## config.mk

```make
export PLATFORM = sky130hd
export DESIGN_NAME = audio_rx_deserializer
export DESIGN_NICKNAME = d
export VERILOG_FILES = /design/src/rtl/audio_rx_deserializer_pkg.sv /design/src/rtl/audio_rx_deserializer_peak_meter.sv /design/src/rtl/audio_rx_deserializer.sv
export SDC_FILE = /design/constraint.sdc
export NUM_CORES = 1
export LEC_CHECK = 0
export ABC_AREA = 1
export BUFFER_PORTS_ARGS = -buffer_cell sky130_fd_sc_hd__buf_2
export CORE_MARGIN = 2
export CORE_UTILIZATION = 60
export CTS_CLUSTER_DIAMETER = 30
export CTS_CLUSTER_SIZE = 28
export DETAILED_ROUTE_END_ITERATION = 7
export MAX_ROUTING_LAYER = met4
export PLACE_DENSITY_LB_ADDON = 0.12
export SLEW_MARGIN = 20
export SYNTH_ARGS = -nofsm -noshare
export SYNTH_HDL_FRONTEND = slang
export SYNTH_SLANG_ARGS = --single-unit
```

## constraint.sdc

```tcl
create_clock -name clk -period 5.06 [get_ports clk]
set_input_delay 0 -clock clk [delete_from_list [all_inputs] [get_ports clk]]
set_output_delay 0 -clock clk [all_outputs]
set_load 0.03 [all_outputs]
```

## src/rtl/audio_rx_deserializer_pkg.sv

```systemverilog
`default_nettype none
// ============================================================================
//  Module      : audio_rx_deserializer_pkg
//  Description : Shared word width, receive FSM encoding and channel codes
//                for the I2S receive path.
//  Revision    : 1.0 - initial release
// ============================================================================
package audio_rx_deserializer_pkg;

  localparam int DATA_W = 16;

  typedef enum logic [1:0] {
    ST_IDLE  = 2'd0,
    ST_SHIFT = 2'd1,
    ST_HOLD  = 2'd2
  } rx_state_e;

  localparam logic LEFT  = 1'b0;
  localparam logic RIGHT = 1'b1;

endpackage
`default_nettype wire

```

## src/rtl/audio_rx_deserializer_peak_meter.sv

```systemverilog
`default_nettype none
// ============================================================================
//  Module      : audio_peak_meter
//  Description : Tracks the largest sample magnitude over a window of
//                PEAK_FRAMES stereo pairs and publishes bits [14:7] of it.
//  Revision    : 1.0 - initial release
// ============================================================================
module audio_peak_meter #(
  parameter int DATA_W      = audio_rx_deserializer_pkg::DATA_W,
  parameter int PEAK_FRAMES = 4096
) (
  input  logic              clk,
  input  logic              rst,
  input  logic              sample_valid,
  input  logic [DATA_W-1:0] sample_left,
  input  logic [DATA_W-1:0] sample_right,
  output logic [7:0]        peak_level
);

  localparam int FRAME_W = $clog2(PEAK_FRAMES);
  localparam logic [FRAME_W-1:0] c_last_frame = FRAME_W'(PEAK_FRAMES - 1);

  logic [DATA_W-2:0]  r_peak_acc;
  logic [FRAME_W-1:0] r_frame_cnt;
  logic [DATA_W-2:0]  w_abs_left;
  logic [DATA_W-2:0]  w_abs_right;
  logic [DATA_W-2:0]  w_max;

  // Magnitude in DATA_W-1 bits; the most negative code saturates to all ones.
  function automatic logic [DATA_W-2:0] sat_abs(input logic [DATA_W-1:0] x);
    logic [DATA_W-2:0] mag;
    if (!x[DATA_W-1])
      mag = x[DATA_W-2:0];
    else if (x[DATA_W-2:0] == '0)
      mag = '1;
    else
      mag = (~x[DATA_W-2:0]) + {{(DATA_W-2){1'b0}}, 1'b1};
    return mag;
  endfunction

  // Running maximum including the pair currently being presented.
  always_comb begin
    w_abs_left  = sat_abs(sample_left);
    w_abs_right = sat_abs(sample_right);
    w_max       = r_peak_acc;
    if (w_abs_left > w_max)  w_max = w_abs_left;
    if (w_abs_right > w_max) w_max = w_abs_right;
  end

  // Window accumulation; the last pair of a window publishes and restarts.
  always_ff @(posedge clk or posedge rst) begin
    if (rst) begin
      r_peak_acc  <= '0;
      r_frame_cnt <= '0;
      peak_level  <= '0;
    end else if (sample_valid) begin
      if (r_frame_cnt == c_last_frame) begin
        peak_level  <= w_max[DATA_W-2 -: 8];
        r_peak_acc  <= '0;
        r_frame_cnt <= '0;
      end else begin
        r_peak_acc  <= w_max;
        r_frame_cnt <= r_frame_cnt + 1'b1;
      end
    end
  end

endmodule
`default_nettype wire

```

## src/rtl/audio_rx_deserializer.sv

```systemverilog
`default_nettype none
// ============================================================================
//  Module      : audio_rx_deserializer
//  Description : I2S receiver. Synchronises bck/ws/data into clk, aligns to
//                word select, assembles left/right words and presents them
//                as a pair with a one-cycle valid strobe plus a peak level.
//  Revision    : 1.0 - initial release
// ============================================================================
module audio_rx_deserializer #(
  parameter int DATA_W      = audio_rx_deserializer_pkg::DATA_W,
  parameter int SYNC_STAGES = 2,
  parameter int PEAK_FRAMES = 4096
) (
  input  logic              clk,
  input  logic              rst,
  input  logic              audio_bck,
  input  logic              audio_ws,
  input  logic              audio_data,
  output logic [DATA_W-1:0] audio_out_left,
  output logic [DATA_W-1:0] audio_out_right,
  output logic              sample_valid,
  output logic              frame_err,
  output logic              locked,
  output logic [7:0]        peak_level
);

  import audio_rx_deserializer_pkg::*;

  localparam int CNT_W = $clog2(DATA_W);
  localparam logic [CNT_W-1:0] c_last_bit = CNT_W'(DATA_W - 1);

  logic [SYNC_STAGES-1:0] r_bck_sync;
  logic [SYNC_STAGES-1:0] r_ws_sync;
  logic [SYNC_STAGES-1:0] r_data_sync;
  logic                   r_bck_prev;
  logic                   r_ws_d;
  rx_state_e              r_state;
  rx_state_e              w_state_next;
  logic [CNT_W-1:0]       r_bit_cnt;
  logic                   r_chan;
  logic [DATA_W-2:0]      r_shift;
  logic [DATA_W-1:0]      r_left_hold;
  logic                   r_left_valid;

  logic              w_bck_s;
  logic              w_ws_s;
  logic              w_data_s;
  logic              w_bck_rise;
  logic              w_ws_edge;
  logic              w_start;
  logic              w_shift;
  logic              w_latch;
  logic              w_err;
  logic [DATA_W-1:0] w_word;

  assign w_bck_s    = r_bck_sync[SYNC_STAGES-1];
  assign w_ws_s     = r_ws_sync[SYNC_STAGES-1];
  assign w_data_s   = r_data_sync[SYNC_STAGES-1];
  assign w_bck_rise = w_bck_s & ~r_bck_prev;
  assign w_ws_edge  = w_bck_rise & (w_ws_s != r_ws_d);
  // The bit arriving on the latch rise completes the word.
  assign w_word     = {r_shift, w_data_s};

  // Input synchronisers, bck edge history and ws value at the last bck rise.
  always_ff @(posedge clk or posedge rst) begin
    if (rst) begin
      r_bck_sync  <= '0;
      r_ws_sync   <= '0;
      r_data_sync <= '0;
      r_bck_prev  <= 1'b0;
      r_ws_d      <= 1'b0;
    end else begin
      r_bck_sync  <= {r_bck_sync[SYNC_STAGES-2:0], audio_bck};
      r_ws_sync   <= {r_ws_sync[SYNC_STAGES-2:0], audio_ws};
      r_data_sync <= {r_data_sync[SYNC_STAGES-2:0], audio_data};
      r_bck_prev  <= w_bck_s;
      if (w_bck_rise) r_ws_d <= w_ws_s;
    end
  end

  // Framing state register.
  always_ff @(posedge clk or posedge rst) begin
    if (rst) r_state <= ST_IDLE;
    else     r_state <= w_state_next;
  end

  // Next state and datapath controls; the ws-edge rise never carries data.
  always_comb begin
    w_state_next = r_state;
    w_start      = 1'b0;
    w_shift      = 1'b0;
    w_latch      = 1'b0;
    w_err        = 1'b0;
    unique case (r_state)
      ST_IDLE: begin
        if (w_ws_edge) begin
          w_start      = 1'b1;
          w_state_next = ST_SHIFT;
        end
      end
      ST_SHIFT: begin
        if (w_ws_edge) begin
          w_start = 1'b1;
          w_err   = 1'b1;
        end else if (w_bck_rise) begin
          w_shift = 1'b1;
          if (r_bit_cnt == c_last_bit) begin
            w_latch      = 1'b1;
            w_state_next = ST_HOLD;
          end
        end
      end
      ST_HOLD: begin
        if (w_ws_edge) begin
          w_start      = 1'b1;
          w_state_next = ST_SHIFT;
        end
      end
      default: w_state_next = ST_IDLE;
    endcase
  end

  // Word assembly, left holding register and pair presentation.
  always_ff @(posedge clk or posedge rst) begin
    if (rst) begin
      r_bit_cnt       <= '0;
      r_chan          <= LEFT;
      r_shift         <= '0;
      r_left_hold     <= '0;
      r_left_valid    <= 1'b0;
      audio_out_left  <= '0;
      audio_out_right <= '0;
      sample_valid    <= 1'b0;
      frame_err       <= 1'b0;
      locked          <= 1'b0;
    end else begin
      sample_valid <= 1'b0;
      frame_err    <= w_err;
      if (w_start) begin
        r_bit_cnt <= '0;
        r_chan    <= w_ws_s;
        locked    <= 1'b1;
        // A truncated word or the start of a new frame voids any held left.
        if (w_err || (w_ws_s == LEFT)) r_left_valid <= 1'b0;
      end
      if (w_shift) begin
        r_shift   <= w_word[DATA_W-2:0];
        r_bit_cnt <= r_bit_cnt + 1'b1;
      end
      if (w_latch) begin
        if (r_chan == LEFT) begin
          r_left_hold  <= w_word;
          r_left_valid <= 1'b1;
        end else if (r_left_valid) begin
          audio_out_left  <= r_left_hold;
          audio_out_right <= w_word;
          sample_valid    <= 1'b1;
          r_left_valid    <= 1'b0;
        end
      end
    end
  end

  audio_peak_meter #(
    .DATA_W      (DATA_W),
    .PEAK_FRAMES (PEAK_FRAMES)
  ) u_peak_meter (
    .clk          (clk),
    .rst          (rst),
    .sample_valid (sample_valid),
    .sample_left  (audio_out_left),
    .sample_right (audio_out_right),
    .peak_level   (peak_level)
  );

endmodule
`default_nettype wire

```

==> impl_results.html, run 1 <==
<table>
<tr><th>Metric</th><th>Value</th></tr>
<tr><th colspan="2">Outcome</th></tr>
<tr><td>Run status</td><td>complete, no violations</td></tr>
<tr><th colspan="2">Layout</th></tr>
<tr><td>Number of fill cells</td><td>slightly below 900</td></tr>
<tr><td>Most common library cell in the layout ignoring fill and taps</td><td>sky130_fd_sc_hd__nand2_1</td></tr>
<tr><td>Fraction of layout instances using a drive strength above 1</td><td>11.98%</td></tr>
<tr><td>Diodes inserted</td><td>0</td></tr>
<tr><td>Register cell area after layout</td><td>~3000 µm²</td></tr>
<tr><td>Top library cells by usage in the layout, fill and taps aside</td><td>sky130_fd_sc_hd__nand2_1 (287), sky130_fd_sc_hd__inv_1 (120), sky130_fd_sc_hd__dfrtp_1 (117), sky130_fd_sc_hd__nand3_1 (76), sky130_fd_sc_hd__nor2_1 (67)</td></tr>
<tr><td>Final #Nets</td><td>986</td></tr>
<tr><td>Combined area of the multi-input logic cells</td><td>~3200 µm²</td></tr>
<tr><td>Final cell count without fillers</td><td>1100</td></tr>
<tr><td>Post-synthesis to final-layout area growth</td><td>14.68%</td></tr>
<tr><th colspan="2">Timing</th></tr>
<tr><td>Least-Margin Pin Slew</td><td>~0.87 ns</td></tr>
<tr><td>Number of max-slew violations in the final report</td><td>0</td></tr>
<tr><td>Final-layout setup total negative slack</td><td>0 ns</td></tr>
<tr><td>Unrepaired setup endpoints after global routing</td><td>no</td></tr>
<tr><td>Final hold violations</td><td>0</td></tr>
<tr><td>Hold_ws</td><td>approximately 0.12 ns</td></tr>
<tr><td>Largest clock skew in the final design</td><td>a little under 0.009 ns</td></tr>
<tr><td>Maximum achievable frequency</td><td>~220 MHz</td></tr>
<tr><td>Max_slew headroom</td><td>between 40 and 50%</td></tr>
<tr><td>Time the final worst path needs with I/O delays and setup</td><td>4.523 ns</td></tr>
<tr><td>Final number of setup-violating endpoints</td><td>0</td></tr>
<tr><td>Period utilization</td><td>a little under 90%</td></tr>
<tr><th colspan="2">Floorplan</th></tr>
<tr><td>Die X-Extent</td><td>~110 µm</td></tr>
<tr><td>Effective utilization at floorplan</td><td>between 60% and 70%</td></tr>
<tr><td>Io pins</td><td>48</td></tr>
<tr><td>Die Area</td><td>about 12000 µm²</td></tr>
<tr><td>Die span in y</td><td>around 110 µm</td></tr>
<tr><td>Std cell rows</td><td>38</td></tr>
<tr><td>Core area</td><td>10840 µm²</td></tr>
<tr><th colspan="2">Logic synthesis</th></tr>
<tr><td>EDFF count, synth</td><td>0</td></tr>
<tr><td>Total of warnings raised by yosys</td><td>0</td></tr>
<tr><td>Average instance area after synthesis</td><td>between 7 and 8 µm²</td></tr>
<tr><td>Predominant post-synthesis flop cell</td><td>sky130_fd_sc_hd__dfrtp_1</td></tr>
<tr><td>Unique cell type count in the Yosys netlist</td><td>33</td></tr>
<tr><td>Post-Syn Area</td><td>approximately 6700 µm²</td></tr>
<tr><td>Cell count after synthesis</td><td>roughly 900</td></tr>
<tr><td>Number of storage elements in the synthesis netlist</td><td>approximately 120</td></tr>
<tr><td>Share of flip-flops with an asynchronous set or reset</td><td>100.0%</td></tr>
<tr><td>Sequential area share after synthesis</td><td>between 40 and 50%</td></tr>
<tr><td>Mapped Nets</td><td>between 900 and 1000</td></tr>
<tr><th colspan="2">Detailed routing</th></tr>
<tr><td>Initial detailed-routing violation count</td><td>just under 500</td></tr>
<tr><td>Average detailed-routed wire length per instance</td><td>between 15 and 20 µm</td></tr>
<tr><td>Antenna viol nets, final</td><td>0</td></tr>
<tr><td>Number of vias per cell</td><td>between 5 and 6</td></tr>
<tr><td>Vias</td><td>~6000</td></tr>
<tr><td>DRC</td><td>0</td></tr>
<tr><td>Routed Wire Length</td><td>about 17000 µm</td></tr>
<tr><td>DRT Pass-1 Iters</td><td>5</td></tr>
<tr><th colspan="2">Power and ir drop</th></tr>
<tr><td>Leakage power</td><td>about 4.2 nW</td></tr>
<tr><td>Power per cell area</td><td>302.4 nW/µm²</td></tr>
<tr><td>Total design power</td><td>between 2 and 2.5 mW</td></tr>
<tr><td>Worst vdd ir</td><td>0.0003549 V</td></tr>
<tr><th colspan="2">Placed design</th></tr>
<tr><td>Cells after DPL</td><td>1063</td></tr>
<tr><td>Sum of net half-perimeters after detailed placement</td><td>between 10000 and 15000 µm</td></tr>
<tr><td>Count of buffers inserted at the top-level ports</td><td>47</td></tr>
<tr><td>Final RePlAce weighted congestion</td><td>around 0.93</td></tr>
<tr><th colspan="2">GRT</th></tr>
<tr><td>First-pass GRT wire length</td><td>between 20000 and 30000 µm</td></tr>
<tr><td>Via count of the first global-routing pass</td><td>5772</td></tr>
<tr><td>Global route overflow</td><td>0</td></tr>
<tr><td>Aggregate global-route resource usage</td><td>between 30% and 40%</td></tr>
<tr><td>Pin count of the biggest net entering global routing</td><td>between 70 and 80</td></tr>
<tr><td>Number of antenna violations at the first check in global routing</td><td>0</td></tr>
<tr><th colspan="2">Run</th></tr>
<tr><td>Count of max-cap constraint violations</td><td>0</td></tr>
<tr><th colspan="2">Critical path</th></tr>
<tr><td>Startpoint kind of the worst setup timing path</td><td>register</td></tr>
<tr><td>Crit Path Class</td><td>reg2reg</td></tr>
<tr><td>Kind of end point of the critical path</td><td>register</td></tr>
<tr><td>Critical Path Fanout Max</td><td>20</td></tr>
<tr><td>CP required</td><td>between 5 and 6 ns</td></tr>
<tr><td>Arrival time of data at the critical path endpoint</td><td>just under 5 ns</td></tr>
<tr><th colspan="2">Clock network</th></tr>
<tr><td>Worst-Skew Late Latency</td><td>0.53 ns</td></tr>
<tr><td>CTS clock-pin slew for the worst setup and hold paths</td><td>~0.060 ns</td></tr>
<tr><td>TritonCTS buffer count</td><td>17</td></tr>
<tr><td>Clock tree from TritonCTS</td><td>yes</td></tr>
<tr><td>Maximum clock path buffer count</td><td>2</td></tr>
<tr><td>CTS sink cnt</td><td>around 120</td></tr>
<tr><td>Number of H-tree levels</td><td>4</td></tr>
<tr><td>Clock Root Buffer</td><td>sky130_fd_sc_hd__clkbuf_8</td></tr>
<tr><th colspan="2">Worst hold path</th></tr>
<tr><td>Type of the most critical hold path</td><td>in2async</td></tr>
</table>
==> cells by family after synthesis <==
family | count (synthesis) | share of synthesized area, %
xor+xnor | 13 | 1.706
compound gates | 115 | 10.03
fa+ha+maj | 34 | 6.375
flops | 117 | 43.88
simple gates | 467 | 29.18
buf+inv | 148 | 8.832
==> synth_stat cells (all sizes together) (8+ instances only) <==
cell | n | share of area (%)
nor2 | 69 | 4.1
clkbuf | 11 | 0.62
ha | 34 | 6.4
and2 | 8 | 0.75
nand2 | 288 | 16
nand4 | 9 | 0.84
inv | 123 | 6.9
o21ai | 84 | 7.2
dfrtp | 117 | 44
a21oi | 18 | 1.4
buf | 13 | 1.2
nand3 | 77 | 5.9
xor2 | 9 | 1.2
==> state kept, by name (all words and copies together), names as in the netlist <==
register / cells
audio_out_left: 16
audio_out_right: 16
r_left_hold: 16
r_shift: 15
u_peak_meter.r_peak_acc: 15
u_peak_meter.r_frame_cnt: 12
u_peak_meter.peak_level: 8
r_bit_cnt: 4
r_bck_sync: 2
r_data_sync: 2
r_state: 2
r_ws_sync: 2
frame_err: 1
locked: 1
r_bck_prev: 1
r_chan: 1
r_left_valid: 1
r_ws_d: 1
sample_valid: 1
==> report_power, final <==
part / leakage [nW] / switching (mW) / internal (mW)
Combinational: 2.36 / 0.0792 / 0.0307
Clock: 0.282 / 0.462 / 0.732
Sequential: 1.60 / 0.0296 / 0.980
Total: 4.24 / 0.571 / 1.74
==> layout make-up <==
class	count	area share, %
tap	140	2.289
timing repair buffer	58	4.284
clock buffer	19	5.772
inverter	124	6.115
clock inverter	13	1.897
multi-input combinational	629	41.38
sequential	117	38.26
==> metrics by stage <==
stage	area (µm²)	util, %	worst slack, ns
floorplan	6673	-	0.8202
global placement	7007	64.64	0.3120
CTS	7634	70.42	0.1269
global route	7652	70.59	0.07584
finish	7652	70.59	0.5366
detailed placement	7007	64.64	0.1519
==> final timing paths <==
| check | from | to | slack, ns | cells past startpoint |
|---|---|---|---|---|
| worst max-delay path | audio_out_left[1]$_DFFE_PP0P_ | u_peak_meter.peak_level[3]$_DFFE_PP0P_ | 0.54 | 27 |
| worst min-delay path | rst | audio_out_left[14]$_DFFE_PP0P_ | 0.12 | 3 |
| worst max register to register | audio_out_left[1]$_DFFE_PP0P_ | u_peak_meter.peak_level[3]$_DFFE_PP0P_ | 0.54 | 27 |
| worst min register to register | r_ws_sync[0]$_DFF_PP0_ | r_ws_sync[1]$_DFF_PP0_ | 0.35 | 0 |
| max in group asynchronous | rst | r_shift[9]$_DFFE_PP0P_ | 3.65 | 4 |
| min in group clk | audio_ws | r_ws_sync[0]$_DFF_PP0_ | 0.12 | 2 |
==> metal layers <==
metal | wire (µm) | track usage (%) | up-vias | share of wire, %
met5 | 0 | - | - | 0
met4 | 420 | 11.93 | 0 | 2.4
met3 | 731 | 5.276 | 31 | 4.2
met2 | 8673 | 52.73 | 142 | 50
met1 | 7466 | 39.82 | 2888 | 43
li1 | - | - | 2953 | -
==> worst max-delay path: stages (launching register included) <==
cell                      delay [ns]
sky130_fd_sc_hd__dfrtp_1        0.37
sky130_fd_sc_hd__inv_1          0.12
sky130_fd_sc_hd__ha_1           0.19
sky130_fd_sc_hd__nand3_1        0.16
sky130_fd_sc_hd__o21ai_1        0.33
sky130_fd_sc_hd__nand2_1        0.08
sky130_fd_sc_hd__nand2_1        0.07
sky130_fd_sc_hd__nand3_1        0.09
sky130_fd_sc_hd__ha_1           0.31
sky130_fd_sc_hd__nand2_1        0.11
sky130_fd_sc_hd__inv_1          0.05
sky130_fd_sc_hd__nand2_1        0.06
sky130_fd_sc_hd__nand2_1        0.05
sky130_fd_sc_hd__a21oi_1        0.21
sky130_fd_sc_hd__nand2_1        0.14
sky130_fd_sc_hd__nand2_4        0.20
sky130_fd_sc_hd__nand2_1        0.10
sky130_fd_sc_hd__and2_1         0.18
sky130_fd_sc_hd__ha_1           0.29
sky130_fd_sc_hd__nand2_1        0.07
sky130_fd_sc_hd__o21ai_0        0.26
sky130_fd_sc_hd__a21oi_1        0.11
sky130_fd_sc_hd__nand2_1        0.18
sky130_fd_sc_hd__nand2_1        0.10
sky130_fd_sc_hd__inv_1          0.24
sky130_fd_sc_hd__nand2_1        0.13
sky130_fd_sc_hd__nand3_1        0.15
sky130_fd_sc_hd__nand2_1        0.06
==> what timing repair did <==
| item | CTS | global route |
|---|---|---|
| endpoints found under the setup margin | 0 | 23 |
| resized for setup | 0 | 5 |
| endpoints found under the hold margin | 49 | 0 |
| hold buffers | 4 | 0 |
| setup buffers | 0 | 1 |
No activity file was read; power rests on OpenSTA's default activity.
==> inputs of run 2 (changes only) <==
--- a/config.mk
+++ b/config.mk
@@ -7,8 +7,10 @@
 export LEC_CHECK = 0
 export ABC_AREA = 1
 export BUFFER_PORTS_ARGS = -buffer_cell sky130_fd_sc_hd__buf_2
+export CELL_PAD_IN_SITES_DETAIL_PLACEMENT = 2
+export CELL_PAD_IN_SITES_GLOBAL_PLACEMENT = 2
 export CORE_MARGIN = 2
-export CORE_UTILIZATION = 60
+export CORE_UTILIZATION = 35
 export CTS_CLUSTER_DIAMETER = 30
 export CTS_CLUSTER_SIZE = 28
 export DETAILED_ROUTE_END_ITERATION = 7
==> constraint.sdc (replaced) <==
create_clock -name clk -period 5.06 [get_ports clk]
set_input_delay 0.506 -clock clk [delete_from_list [all_inputs] [get_ports clk]]
set_output_delay 0.506 -clock clk [all_outputs]
set_load 0.03 [all_outputs]
==> run 2 against run 1 <==
  * Maximum frequency down 5.7%
  * Clock power grew 18%
  * Sequential power hardly changed
  * Flip-flop and latch count unchanged
  * Count of clock-buffer cells in the layout is 2 lower
==> impl_results.html, run 2 (synthesis results as in run 1) <==
<table>
<tr><th>Metric</th><th>Value</th></tr>
<tr><th colspan="2">Power and ir drop</th></tr>
<tr><td>P_int</td><td>1.898 mW (was 1.743 mW)</td></tr>
<tr><td>Power share of the clock group</td><td>55.3% (was 51.6%)</td></tr>
<tr><td>Power per cell area</td><td>320.3 nW/µm² (was 302.4 nW/µm²)</td></tr>
<tr><td>Switching power summed over all nets</td><td>632.0 µW (was 570.9 µW)</td></tr>
<tr><td>Share of power burned in registers</td><td>40.0% (was 43.6%)</td></tr>
<tr><td>Total design power</td><td>2.530 mW (was 2.314 mW)</td></tr>
<tr><td>Leakage power</td><td>4.323 nW (was 4.242 nW)</td></tr>
<tr><td>Switching portion of total power</td><td>24.98% (was 24.67%)</td></tr>
<tr><td>Worst vdd ir</td><td>0.0002982 V (was 0.0003549 V)</td></tr>
<tr><td>Part of the power in combinational logic</td><td>4.7% (about the same)</td></tr>
<tr><th colspan="2">Critical path</th></tr>
<tr><td>Number of buffers and inverters on the critical path</td><td>2 (was 3)</td></tr>
<tr><td>Crit-path max cell delay</td><td>0.47 ns (was 0.37 ns)</td></tr>
<tr><td>Arrival time of data at the critical path endpoint</td><td>5.10 ns (was 4.93 ns)</td></tr>
<tr><td>Crit Path Class</td><td>reg2reg (unchanged)</td></tr>
<tr><td>Startpoint kind of the worst setup timing path</td><td>register (unchanged)</td></tr>
<tr><td>Critical-path top delay cell</td><td>sky130_fd_sc_hd__dfrtp_1 (unchanged)</td></tr>
<tr><td>Family with the most delay on the worst path</td><td>simple AND/OR/NAND/NOR gates (unchanged)</td></tr>
<tr><td>Most frequent cell on the critical path</td><td>sky130_fd_sc_hd__nand2_1 (unchanged)</td></tr>
<tr><td>Kind of end point of the critical path</td><td>register (unchanged)</td></tr>
<tr><td>Critical Path Fanout Max</td><td>10 (was 20)</td></tr>
<tr><td>CP required</td><td>5.37 ns (was 5.47 ns)</td></tr>
<tr><th colspan="2">Placed design</th></tr>
<tr><td>Count of buffers inserted at the top-level ports</td><td>47 (unchanged)</td></tr>
<tr><td>Sum of net half-perimeters after detailed placement</td><td>17160 µm (was 12620 µm)</td></tr>
<tr><td>Worst slack, placed</td><td>-0.1210 ns (was 0.1519 ns)</td></tr>
<tr><td>Final RePlAce weighted congestion</td><td>0.8788 (was 0.9258)</td></tr>
<tr><td>Cells after DPL</td><td>1161 (was 1063)</td></tr>
<tr><th colspan="2">Layout</th></tr>
<tr><td>Combined area of the multi-input logic cells</td><td>3183 µm² (was 3167 µm²)</td></tr>
<tr><td>Fraction of layout instances using a drive strength above 1</td><td>13.56% (was 11.98%)</td></tr>
<tr><td>Top library cells by usage in the layout, fill and taps aside</td><td>sky130_fd_sc_hd__nand2_1 (286), sky130_fd_sc_hd__inv_1 (119), sky130_fd_sc_hd__dfrtp_1 (117), sky130_fd_sc_hd__nand3_1 (75), sky130_fd_sc_hd__nor2_1 (65) (was sky130_fd_sc_hd__nand2_1 (287), sky130_fd_sc_hd__inv_1 (120), sky130_fd_sc_hd__dfrtp_1 (117), sky130_fd_sc_hd__nand3_1 (76), sky130_fd_sc_hd__nor2_1 (67))</td></tr>
<tr><td>Post-synthesis to final-layout area growth</td><td>18.38% (was 14.68%)</td></tr>
<tr><td>Final #Nets</td><td>992 (was 986)</td></tr>
<tr><td>Diodes inserted</td><td>0 (unchanged)</td></tr>
<tr><td>Top flop regs</td><td>audio_out_left: 16 flops, audio_out_right: 16 flops, r_left_hold: 16 flops (unchanged)</td></tr>
<tr><td>Most common library cell in the layout ignoring fill and taps</td><td>sky130_fd_sc_hd__nand2_1 (unchanged)</td></tr>
<tr><td>Final cell count without fillers</td><td>1200 (was 1100)</td></tr>
<tr><td>Register cell area after layout</td><td>2928 µm² (unchanged)</td></tr>
<tr><td>Number of fill cells</td><td>2204 (was 866)</td></tr>
<tr><th colspan="2">Detailed routing</th></tr>
<tr><td>Vias</td><td>6171 (was 6014)</td></tr>
<tr><td>Antenna viol nets, final</td><td>0 (unchanged)</td></tr>
<tr><td>Average detailed-routed wire length per instance</td><td>19.25 µm (was 15.72 µm)</td></tr>
<tr><td>Number of vias per cell</td><td>5.143 (was 5.467)</td></tr>
<tr><td>Routed Wire Length</td><td>23110 µm (was 17290 µm)</td></tr>
<tr><td>DRT Pass-1 Iters</td><td>8 (was 5)</td></tr>
<tr><td>DRC</td><td>0 (unchanged)</td></tr>
<tr><td>Initial detailed-routing violation count</td><td>195 (was 488)</td></tr>
<tr><th colspan="2">Floorplan</th></tr>
<tr><td>Die Area</td><td>20190 µm² (was 11980 µm²)</td></tr>
<tr><td>Io pins</td><td>48 (unchanged)</td></tr>
<tr><td>Die span in y</td><td>142.1 µm (was 109.5 µm)</td></tr>
<tr><td>Std cell rows</td><td>50 (was 38)</td></tr>
<tr><td>Core area</td><td>18710 µm² (was 10840 µm²)</td></tr>
<tr><td>Effective utilization at floorplan</td><td>35.67% (was 61.55%)</td></tr>
<tr><td>Die X-Extent</td><td>142.1 µm (was 109.5 µm)</td></tr>
<tr><th colspan="2">GRT</th></tr>
<tr><td>Global route overflow</td><td>0 (unchanged)</td></tr>
<tr><td>First-pass GRT wire length</td><td>37610 µm (was 27960 µm)</td></tr>
<tr><td>Pin count of the biggest net entering global routing</td><td>62 (was 72)</td></tr>
<tr><td>Aggregate global-route resource usage</td><td>24.96% (was 31.99%)</td></tr>
<tr><td>Number of antenna violations at the first check in global routing</td><td>0 (unchanged)</td></tr>
<tr><td>Via count of the first global-routing pass</td><td>7030 (was 5772)</td></tr>
<tr><th colspan="2">Clock network</th></tr>
<tr><td>Number of H-tree levels</td><td>4 (unchanged)</td></tr>
<tr><td>Maximum clock path buffer count</td><td>2 (unchanged)</td></tr>
<tr><td>CTS sink cnt</td><td>117 (unchanged)</td></tr>
<tr><td>Worst-Skew Late Latency</td><td>0.43 ns (was 0.53 ns)</td></tr>
<tr><td>Clock tree from TritonCTS</td><td>yes (unchanged)</td></tr>
<tr><td>CTS clock-pin slew for the worst setup and hold paths</td><td>0.06 ns (about the same)</td></tr>
<tr><td>TritonCTS buffer count</td><td>17 (unchanged)</td></tr>
<tr><td>Clock Root Buffer</td><td>sky130_fd_sc_hd__clkbuf_16 (was sky130_fd_sc_hd__clkbuf_8)</td></tr>
<tr><th colspan="2">Timing</th></tr>
<tr><td>Hold_ws</td><td>0.1824 ns (was 0.1173 ns)</td></tr>
<tr><td>Final-layout setup total negative slack</td><td>0 ns (unchanged)</td></tr>
<tr><td>Least-Margin Pin Slew</td><td>0.8548 ns (was 0.8651 ns)</td></tr>
<tr><td>Post-route worst setup slack</td><td>0.2650 ns (was 0.5366 ns)</td></tr>
<tr><td>Largest clock skew in the final design</td><td>0.01216 ns (was 0.008790 ns)</td></tr>
<tr><td>Max_slew headroom</td><td>42.95% (was 42.27%)</td></tr>
<tr><td>Maximum achievable frequency</td><td>208.6 MHz (was 221.1 MHz)</td></tr>
<tr><td>Final hold violations</td><td>0 (unchanged)</td></tr>
<tr><td>Time the final worst path needs with I/O delays and setup</td><td>4.795 ns (was 4.523 ns)</td></tr>
<tr><td>Period utilization</td><td>94.76% (was 89.39%)</td></tr>
<tr><td>Final number of setup-violating endpoints</td><td>0 (unchanged)</td></tr>
<tr><td>Number of max-slew violations in the final report</td><td>0 (unchanged)</td></tr>
<tr><th colspan="2">Outcome</th></tr>
<tr><td>Run status</td><td>complete, no violations (unchanged)</td></tr>
<tr><th colspan="2">Run</th></tr>
<tr><td>Count of max-cap constraint violations</td><td>0 (unchanged)</td></tr>
<tr><th colspan="2">Worst hold path</th></tr>
<tr><td>Type of the most critical hold path</td><td>in2reg (was in2async)</td></tr>
</table>
## run 2: cell count changes in the layout (fill, tap and decap cells not counted), moves of 2 or more
cell / previous run / this run
sky130_fd_sc_hd__buf_4: 7 / 17
sky130_fd_sc_hd__dlygate4sd3_1: 4 / 0
sky130_fd_sc_hd__bufinv_16: 2 / 5
sky130_fd_sc_hd__clkbuf_8: 3 / 0
sky130_fd_sc_hd__clkinvlp_4: 3 / 0
sky130_fd_sc_hd__inv_8: 0 / 2
sky130_fd_sc_hd__nor2_1: 67 / 65
sky130_fd_sc_hd__nor2_2: 0 / 2
sky130_fd_sc_hd__o21ai_0: 66 / 64
## run 2: layout make-up
| cell class | count | share of cell area (%) |
|---|---|---|
| timing repair buffer | 64 | 4.594 |
| clock buffer | 17 | 5.386 |
| clock inverter | 15 | 3.025 |
| tap | 234 | 3.707 |
| sequential | 117 | 37.07 |
| multi-input combinational | 629 | 40.30 |
| inverter | 124 | 5.924 |
## run 2: power by group through the flow
stage | combinational, mW | clock, mW | sequential, mW
3_3_place_gp | 0.114 | 0 | 1.02
6_report | 0.119 | 1.40 | 1.01
2_1_floorplan | 0.0795 | 0 | 1.02
5_1_grt | 0.135 | 1.47 | 1.02
4_1_cts | 0.125 | 1.43 | 1.01
3_5_place_dp | 0.121 | 0 | 1.03
## run 2: path summary, 6_finish.rpt
check | startpoint | endpoint | slack, ns | cells past startpoint
hold reg to reg | r_ws_sync[0]$_DFF_PP0_ | r_ws_sync[1]$_DFF_PP0_ | 0.35 | 0
hold / removal | audio_ws | r_ws_sync[0]$_DFF_PP0_ | 0.18 | 1
setup / recovery | audio_out_left[9]$_DFFE_PP0P_ | u_peak_meter.r_peak_acc[0]$_DFFE_PP0P_ | 0.27 | 25
max in group asynchronous | rst | audio_out_left[4]$_DFFE_PP0P_ | 3.58 | 3
min in group asynchronous | rst | u_peak_meter.r_peak_acc[4]$_DFFE_PP0P_ | 0.22 | 2
setup reg to reg | audio_out_left[9]$_DFFE_PP0P_ | u_peak_meter.r_peak_acc[0]$_DFFE_PP0P_ | 0.27 | 25
## run 2: through the flow
| stage | instance area [µm²] | utilization (%) |
|---|---|---|
| final | 7899 | 42.23 |
| after global routing | 7899 | 42.23 |
| after CTS | 7853 | 41.98 |
| after detailed placement | 7154 | 38.25 |
| after global placement | 7154 | 38.25 |
| after floorplan | 6673 | - |
## run 2: what timing repair did
| action | CTS | global route |
|---|---|---|
| pin swaps | 1 | 2 |
| hold buffers | 0 | 0 |
| gates resized for setup | 2 | 11 |
| setup endpoints to repair | 23 | 23 |
| setup buffers | 4 | 3 |
## run 2: layer usage
metal | share of wire, % | global-route usage (%)
met2 | 54 | 44.83
met3 | 1.9 | 4.711
met5 | 0 | -
met1 | 41 | 27.60
met4 | 2.9 | 8.947
==> inputs of run 3 (changes only) <==
--- a/config.mk
+++ b/config.mk
@@ -5,7 +5,6 @@
 export SDC_FILE = /design/constraint.sdc
 export NUM_CORES = 1
 export LEC_CHECK = 0
-export ABC_AREA = 1
 export BUFFER_PORTS_ARGS = -buffer_cell sky130_fd_sc_hd__buf_2
 export CELL_PAD_IN_SITES_DETAIL_PLACEMENT = 2
 export CELL_PAD_IN_SITES_GLOBAL_PLACEMENT = 2
==> constraint.sdc (replaced) <==
create_clock -name clk -period 3.94 [get_ports clk]
set_input_delay 0.394 -clock clk [delete_from_list [all_inputs] [get_ports clk]]
set_output_delay 0.394 -clock clk [all_outputs]
set_load 0.03 [all_outputs]
==> run 3 against run 2 <==
  * The run now ends with setup timing left
  * Via count down 2.8%
  * Combinational power down 8%
  * Core utilization up 9.4 points
  * Synthesized cell count down 28%
  * Largest cell class unchanged
==> impl_results.html, run 3 <==
<table>
<tr><th>Metric</th><th>Value</th></tr>
<tr><th colspan="2">Clock network</th></tr>
<tr><td>CTS clock-pin slew for the worst setup and hold paths</td><td>0.06 ns (about the same)</td></tr>
<tr><td>Worst-Skew Late Latency</td><td>0.44 ns (was 0.43 ns)</td></tr>
<tr><td>CTS sink cnt</td><td>117 (unchanged)</td></tr>
<tr><td>Clock Root Buffer</td><td>sky130_fd_sc_hd__clkbuf_16 (unchanged)</td></tr>
<tr><td>Clock tree from TritonCTS</td><td>yes (unchanged)</td></tr>
<tr><td>Number of hold buffers added after cts</td><td>0 (unchanged)</td></tr>
<tr><td>TritonCTS buffer count</td><td>17 (unchanged)</td></tr>
<tr><td>Number of H-tree levels</td><td>4 (unchanged)</td></tr>
<tr><td>Maximum clock path buffer count</td><td>2 (unchanged)</td></tr>
<tr><th colspan="2">Worst hold path</th></tr>
<tr><td>Type of the most critical hold path</td><td>in2reg (unchanged)</td></tr>
<tr><td>Source of the worst hold timing path</td><td>audio_data (was audio_ws)</td></tr>
<tr><th colspan="2">Logic synthesis</th></tr>
<tr><td>Fraction of synthesized cell area taken by the top area cell type</td><td>46.75% (was 43.88%)</td></tr>
<tr><td>Cell count after synthesis</td><td>640 (was 894)</td></tr>
<tr><td>Top cells by count, synth</td><td>sky130_fd_sc_hd__dfrtp_1 (117), sky130_fd_sc_hd__nand2_1 (104), sky130_fd_sc_hd__o21ai_0 (52), sky130_fd_sc_hd__mux2_2 (49), sky130_fd_sc_hd__inv_1 (36) (was sky130_fd_sc_hd__nand2_1 (288), sky130_fd_sc_hd__inv_1 (121), sky130_fd_sc_hd__dfrtp_1 (117), sky130_fd_sc_hd__nand3_1 (76), sky130_fd_sc_hd__o21ai_0 (68))</td></tr>
<tr><td>EDFF count, synth</td><td>0 (unchanged)</td></tr>
<tr><td>Number of storage elements in the synthesis netlist</td><td>117 (unchanged)</td></tr>
<tr><td>Share of flip-flops with an asynchronous set or reset</td><td>100.0% (unchanged)</td></tr>
<tr><td>Synth Area in Compound Gates</td><td>14.99% (was 10.03%)</td></tr>
<tr><td>Synth top area cells</td><td>sky130_fd_sc_hd__dfrtp_1 (47%), sky130_fd_sc_hd__mux2_2 (8.8%), sky130_fd_sc_hd__ha_1 (6.8%) (was sky130_fd_sc_hd__dfrtp_1 (44%), sky130_fd_sc_hd__nand2_1 (16%), sky130_fd_sc_hd__inv_1 (6.8%))</td></tr>
<tr><td>Mapped Nets</td><td>679 (was 933)</td></tr>
<tr><td>Post-synthesis simple-gate area fraction</td><td>15.46% (was 29.18%)</td></tr>
<tr><td>Unique cell type count in the Yosys netlist</td><td>60 (was 33)</td></tr>
<tr><td>Cell taking the most area after synthesis</td><td>sky130_fd_sc_hd__dfrtp_1 (unchanged)</td></tr>
<tr><td>Dominant cell by count in the synthesized netlist</td><td>sky130_fd_sc_hd__dfrtp_1 (was sky130_fd_sc_hd__nand2_1)</td></tr>
<tr><td>Area share of fa/ha/maj cells after synthesis</td><td>6.793% (was 6.375%)</td></tr>
<tr><td>Mux contribution to synthesized area</td><td>10.85% (was 0%)</td></tr>
<tr><td>Post-Syn Area</td><td>6262 µm² (was 6673 µm²)</td></tr>
<tr><td>Largest family of logic cells by synthesized area</td><td>simple AND/OR/NAND/NOR gates (unchanged)</td></tr>
<tr><td>Sequential area share after synthesis</td><td>46.75% (was 43.88%)</td></tr>
<tr><td>Total of warnings raised by yosys</td><td>0 (unchanged)</td></tr>
<tr><td>Predominant post-synthesis flop cell</td><td>sky130_fd_sc_hd__dfrtp_1 (unchanged)</td></tr>
<tr><td>Average instance area after synthesis</td><td>9.785 µm² (was 7.464 µm²)</td></tr>
<tr><td>Xor and xnor area share after synthesis</td><td>1.259% (was 1.706%)</td></tr>
<tr><th colspan="2">Floorplan</th></tr>
<tr><td>Std cell rows</td><td>48 (was 50)</td></tr>
<tr><td>Effective utilization at floorplan</td><td>35.96% (was 35.67%)</td></tr>
<tr><td>Die span in y</td><td>137.8 µm (was 142.1 µm)</td></tr>
<tr><td>Io pins</td><td>48 (unchanged)</td></tr>
<tr><td>Die X-Extent</td><td>137.8 µm (was 142.1 µm)</td></tr>
<tr><td>Die Area</td><td>18980 µm² (was 20190 µm²)</td></tr>
<tr><td>Core area</td><td>17420 µm² (was 18710 µm²)</td></tr>
<tr><th colspan="2">Detailed routing</th></tr>
<tr><td>Met3 wire length</td><td>1059 µm (was 443 µm)</td></tr>
<tr><td>Number of vias per cell</td><td>5.646 (was 5.143)</td></tr>
<tr><td>Initial detailed-routing violation count</td><td>247 (was 195)</td></tr>
<tr><td>Highest routed layer</td><td>met4 (unchanged)</td></tr>
<tr><td>DRC</td><td>0 (unchanged)</td></tr>
<tr><td>Vias</td><td>5996 (was 6171)</td></tr>
<tr><td>DRT Pass-1 Iters</td><td>5 (was 8)</td></tr>
<tr><td>Total length of routed met2 wires</td><td>13800 µm (was 12550 µm)</td></tr>
<tr><td>Antenna viol nets, final</td><td>0 (unchanged)</td></tr>
<tr><td>Average detailed-routed wire length per instance</td><td>25.44 µm (was 19.25 µm)</td></tr>
<tr><td>Routed Wire Length</td><td>27020 µm (was 23110 µm)</td></tr>
<tr><td>Detailed-route wire length on metal 1</td><td>11190 µm (was 9451 µm)</td></tr>
<tr><th colspan="2">Layout</th></tr>
<tr><td>Top flop regs</td><td>audio_out_left: 16 flops, audio_out_right: 16 flops, r_left_hold: 16 flops (unchanged)</td></tr>
<tr><td>Non-Filler Cell Area, Final</td><td>8994 µm² (was 7899 µm²)</td></tr>
<tr><td>Post-synthesis to final-layout area growth</td><td>43.62% (was 18.38%)</td></tr>
<tr><td>Diodes inserted</td><td>0 (unchanged)</td></tr>
<tr><td>Number of fill cells</td><td>1814 (was 2204)</td></tr>
<tr><td>Top library cells by usage in the layout, fill and taps aside</td><td>sky130_fd_sc_hd__buf_4 (135), sky130_fd_sc_hd__dfrtp_1 (113), sky130_fd_sc_hd__nand2_1 (103), sky130_fd_sc_hd__buf_2 (47), sky130_fd_sc_hd__mux2_2 (43) (was sky130_fd_sc_hd__nand2_1 (286), sky130_fd_sc_hd__inv_1 (119), sky130_fd_sc_hd__dfrtp_1 (117), sky130_fd_sc_hd__nand3_1 (75), sky130_fd_sc_hd__nor2_1 (65))</td></tr>
<tr><td>Final #Nets</td><td>863 (was 992)</td></tr>
<tr><td>Most common library cell in the layout ignoring fill and taps</td><td>sky130_fd_sc_hd__buf_4 (was sky130_fd_sc_hd__nand2_1)</td></tr>
<tr><td>Fraction of layout instances using a drive strength above 1</td><td>43.25% (was 13.56%)</td></tr>
<tr><th colspan="2">Critical path</th></tr>
<tr><td>Critical Path Fanout Max</td><td>8 (was 10)</td></tr>
<tr><td>Critical-path top delay cell</td><td>sky130_fd_sc_hd__or4b_4 (was sky130_fd_sc_hd__dfrtp_1)</td></tr>
<tr><td>Kind of end point of the critical path</td><td>register (unchanged)</td></tr>
<tr><td>Startpoint kind of the worst setup timing path</td><td>register (unchanged)</td></tr>
<tr><td>Family with the most delay on the worst path</td><td>simple AND/OR/NAND/NOR gates (unchanged)</td></tr>
<tr><td>Number of buffers and inverters on the critical path</td><td>5 (was 2)</td></tr>
<tr><td>Crit-path max cell delay</td><td>0.50 ns (was 0.47 ns)</td></tr>
<tr><td>Timing startpoint of the critical path</td><td>audio_out_left[1]$_DFFE_PP0P_ (was audio_out_left[9]$_DFFE_PP0P_)</td></tr>
<tr><td>Startpoint of the worst-slack reg-to-reg timing path</td><td>audio_out_left[1]$_DFFE_PP0P_ (was audio_out_left[9]$_DFFE_PP0P_)</td></tr>
<tr><td>Crit Path Class</td><td>reg2reg (unchanged)</td></tr>
<tr><td>Worst path cell trace</td><td>inv_2 -&gt; ha_4 -&gt; or4b_4 -&gt; nor4b_4 -&gt; buf_4 -&gt; o41a_1 -&gt; o22a_1 -&gt; ha_4 -&gt; nand4_1 -&gt; nor3_4 -&gt; o31ai_4 -&gt; a22oi_2 -&gt; buf_6 -&gt; mux2i_1 -&gt; ha_1 -&gt; nand4_1 -&gt; buf_4 -&gt; nor4_4 -&gt; a21oi_4 -&gt; buf_8 -&gt; mux2_4 -&gt; o21ai_2</td></tr>
<tr><td>CP required</td><td>4.28 ns (was 5.37 ns)</td></tr>
<tr><td>Worst reg-to-reg setup slack</td><td>-1.63 ns (was 0.27 ns)</td></tr>
<tr><td>Arrival time of data at the critical path endpoint</td><td>5.91 ns (was 5.10 ns)</td></tr>
<tr><th colspan="2">Power and ir drop</th></tr>
<tr><td>Worst vdd ir</td><td>0.0004357 V (was 0.0002982 V)</td></tr>
<tr><td>Power per cell area</td><td>346.1 nW/µm² (was 320.3 nW/µm²)</td></tr>
<tr><td>Leakage power</td><td>4.503 nW (was 4.323 nW)</td></tr>
<tr><td>Total design power</td><td>3.113 mW (was 2.530 mW)</td></tr>
<tr><th colspan="2">Timing</th></tr>
<tr><td>Unrepaired setup endpoints after global routing</td><td>yes</td></tr>
<tr><td>Maximum achievable frequency</td><td>179.5 MHz (was 208.6 MHz)</td></tr>
<tr><td>Final hold violations</td><td>0 (unchanged)</td></tr>
<tr><td>Final number of setup-violating endpoints</td><td>23 (was 0)</td></tr>
<tr><td>Final-layout setup total negative slack</td><td>-36.36 ns (was 0 ns)</td></tr>
<tr><td>Number of max-slew violations in the final report</td><td>0 (unchanged)</td></tr>
<tr><td>Post-route worst setup slack</td><td>-1.630 ns (was 0.2650 ns)</td></tr>
<tr><td>Time the final worst path needs with I/O delays and setup</td><td>5.570 ns (was 4.795 ns)</td></tr>
<tr><td>Max_slew headroom</td><td>49.07% (was 42.95%)</td></tr>
<tr><td>Least-Margin Pin Slew</td><td>0.7639 ns (was 0.8548 ns)</td></tr>
<tr><td>Period utilization</td><td>141.4% (was 94.76%)</td></tr>
<tr><td>Largest clock skew in the final design</td><td>0.02067 ns (was 0.01216 ns)</td></tr>
<tr><th colspan="2">GRT</th></tr>
<tr><td>Pin count of the biggest net entering global routing</td><td>59 (was 62)</td></tr>
<tr><td>Global route overflow</td><td>0 (unchanged)</td></tr>
<tr><td>Aggregate global-route resource usage</td><td>27.79% (was 24.96%)</td></tr>
<tr><td>Number of antenna violations at the first check in global routing</td><td>0 (unchanged)</td></tr>
<tr><td>Via count of the first global-routing pass</td><td>6529 (was 7030)</td></tr>
<tr><td>First-pass GRT wire length</td><td>38090 µm (was 37610 µm)</td></tr>
<tr><th colspan="2">Outcome</th></tr>
<tr><td>Failing checks</td><td>setup timing</td></tr>
<tr><td>Run status</td><td>finished with violations (was complete, no violations)</td></tr>
<tr><th colspan="2">Placed design</th></tr>
<tr><td>Final RePlAce weighted congestion</td><td>0.8704 (was 0.8788)</td></tr>
<tr><td>Count of buffers inserted at the top-level ports</td><td>47 (unchanged)</td></tr>
<tr><td>Instance area at placement</td><td>7634 µm² (was 7154 µm²)</td></tr>
<tr><td>Worst slack, placed</td><td>-1.457 ns (was -0.1210 ns)</td></tr>
<tr><td>Sum of net half-perimeters after detailed placement</td><td>15890 µm (was 17160 µm)</td></tr>
<tr><th colspan="2">Run</th></tr>
<tr><td>Count of max-cap constraint violations</td><td>0 (unchanged)</td></tr>
</table>
## run 3: cell types whose count changed after synthesis, sizes merged, moves of 30 or more
cell,before,now
nand2,288,104
inv,123,36
nand3,77,17
mux2,0,50
nor2,69,31
o21ai,84,54
## run 3: metrics by stage
step           hold slack, ns  util [%]  instances
4_1_cts               0.05152     49.43       1051
6_report              0.06039     51.64       1062
3_5_place_dp           0.3393     43.83       1006
5_1_grt               0.05413     51.64       1062
3_3_place_gp           0.3356     43.83       1006
2_1_floorplan          0.3312         -        640
## run 3: area by class of cell
| type | instances | area [µm²] | share of cell area [%] |
|---|---|---|---|
| clock buffers | 18 | 429.2 | 4.772 |
| clock inverters | 14 | 197.7 | 2.198 |
| inverters | 38 | 147.6 | 1.642 |
| multi-input cells | 460 | 3662 | 40.72 |
| flip-flops and latches | 117 | 2933 | 32.61 |
| well taps | 225 | 281.5 | 3.130 |
| repair buffers | 190 | 1343 | 14.93 |
## run 3: power by group
group          internal [mW]  switching (mW)  total (mW)
clock                   1.06           0.626        1.69
sequential              1.25          0.0586        1.31
combinational         0.0352          0.0742       0.109
total                   2.35           0.759        3.11
## run 3: layer usage
metal  global-route usage [%]  vias up
met1                    32.87     3090
li1                         -     2668
met4                    10.15        0
met5                        -        -
met2                    46.99      168
met3                    5.629       70
## run 3: cells by family (layout without fill, tap and decap cells)
family	Yosys count	after routing
adder cells (fa/ha/maj)	34	34
multiplexers	60	60
AND/OR/NAND/NOR	208	208
buffers and inverters	63	260
AO/OA/AOI/OAI	149	149
flip-flops	117	117
XOR/XNOR	9	9
## run 3: worst reg2reg max path, cell delays in order, from the launching register on
cell	delay (ns)
sky130_fd_sc_hd__dfrtp_2	0.43
sky130_fd_sc_hd__inv_2	0.11
sky130_fd_sc_hd__ha_4	0.17
sky130_fd_sc_hd__or4b_4	0.50
sky130_fd_sc_hd__nor4b_4	0.30
sky130_fd_sc_hd__buf_4	0.19
sky130_fd_sc_hd__o41a_1	0.13
sky130_fd_sc_hd__o22a_1	0.23
sky130_fd_sc_hd__ha_4	0.17
sky130_fd_sc_hd__nand4_1	0.23
sky130_fd_sc_hd__nor3_4	0.34
sky130_fd_sc_hd__o31ai_4	0.14
sky130_fd_sc_hd__a22oi_2	0.23
sky130_fd_sc_hd__buf_6	0.22
sky130_fd_sc_hd__mux2i_1	0.39
sky130_fd_sc_hd__ha_1	0.24
sky130_fd_sc_hd__nand4_1	0.20
sky130_fd_sc_hd__buf_4	0.20
sky130_fd_sc_hd__nor4_4	0.34
sky130_fd_sc_hd__a21oi_4	0.09
sky130_fd_sc_hd__buf_8	0.17
sky130_fd_sc_hd__mux2_4	0.33
sky130_fd_sc_hd__o21ai_2	0.14
## run 3: repair_timing
| item | in CTS | in global routing |
|---|---|---|
| cloned | 1 | 0 |
| gates resized for setup | 61 | 58 |
| setup endpoints to repair | 23 | 23 |
| endpoints found under the hold margin | 0 | 0 |
| pin swaps | 29 | 21 |
| buffers inserted | 13 | 11 |
## run 3: worst paths after layout
check                                                         endpoint  cells past startpoint
worst max-delay path            u_peak_meter.peak_level[1]$_DFFE_PP0P_                     22
worst min-delay path                          r_data_sync[0]$_DFF_PP0_                      1
worst max register to register  u_peak_meter.peak_level[1]$_DFFE_PP0P_                     22
worst min register to register                  r_ws_sync[1]$_DFF_PP0_                      0
max in group asynchronous                       r_state[0]$_DFFE_PP0P_                      3
min in group asynchronous              audio_out_right[11]$_DFFE_PP0P_                      2
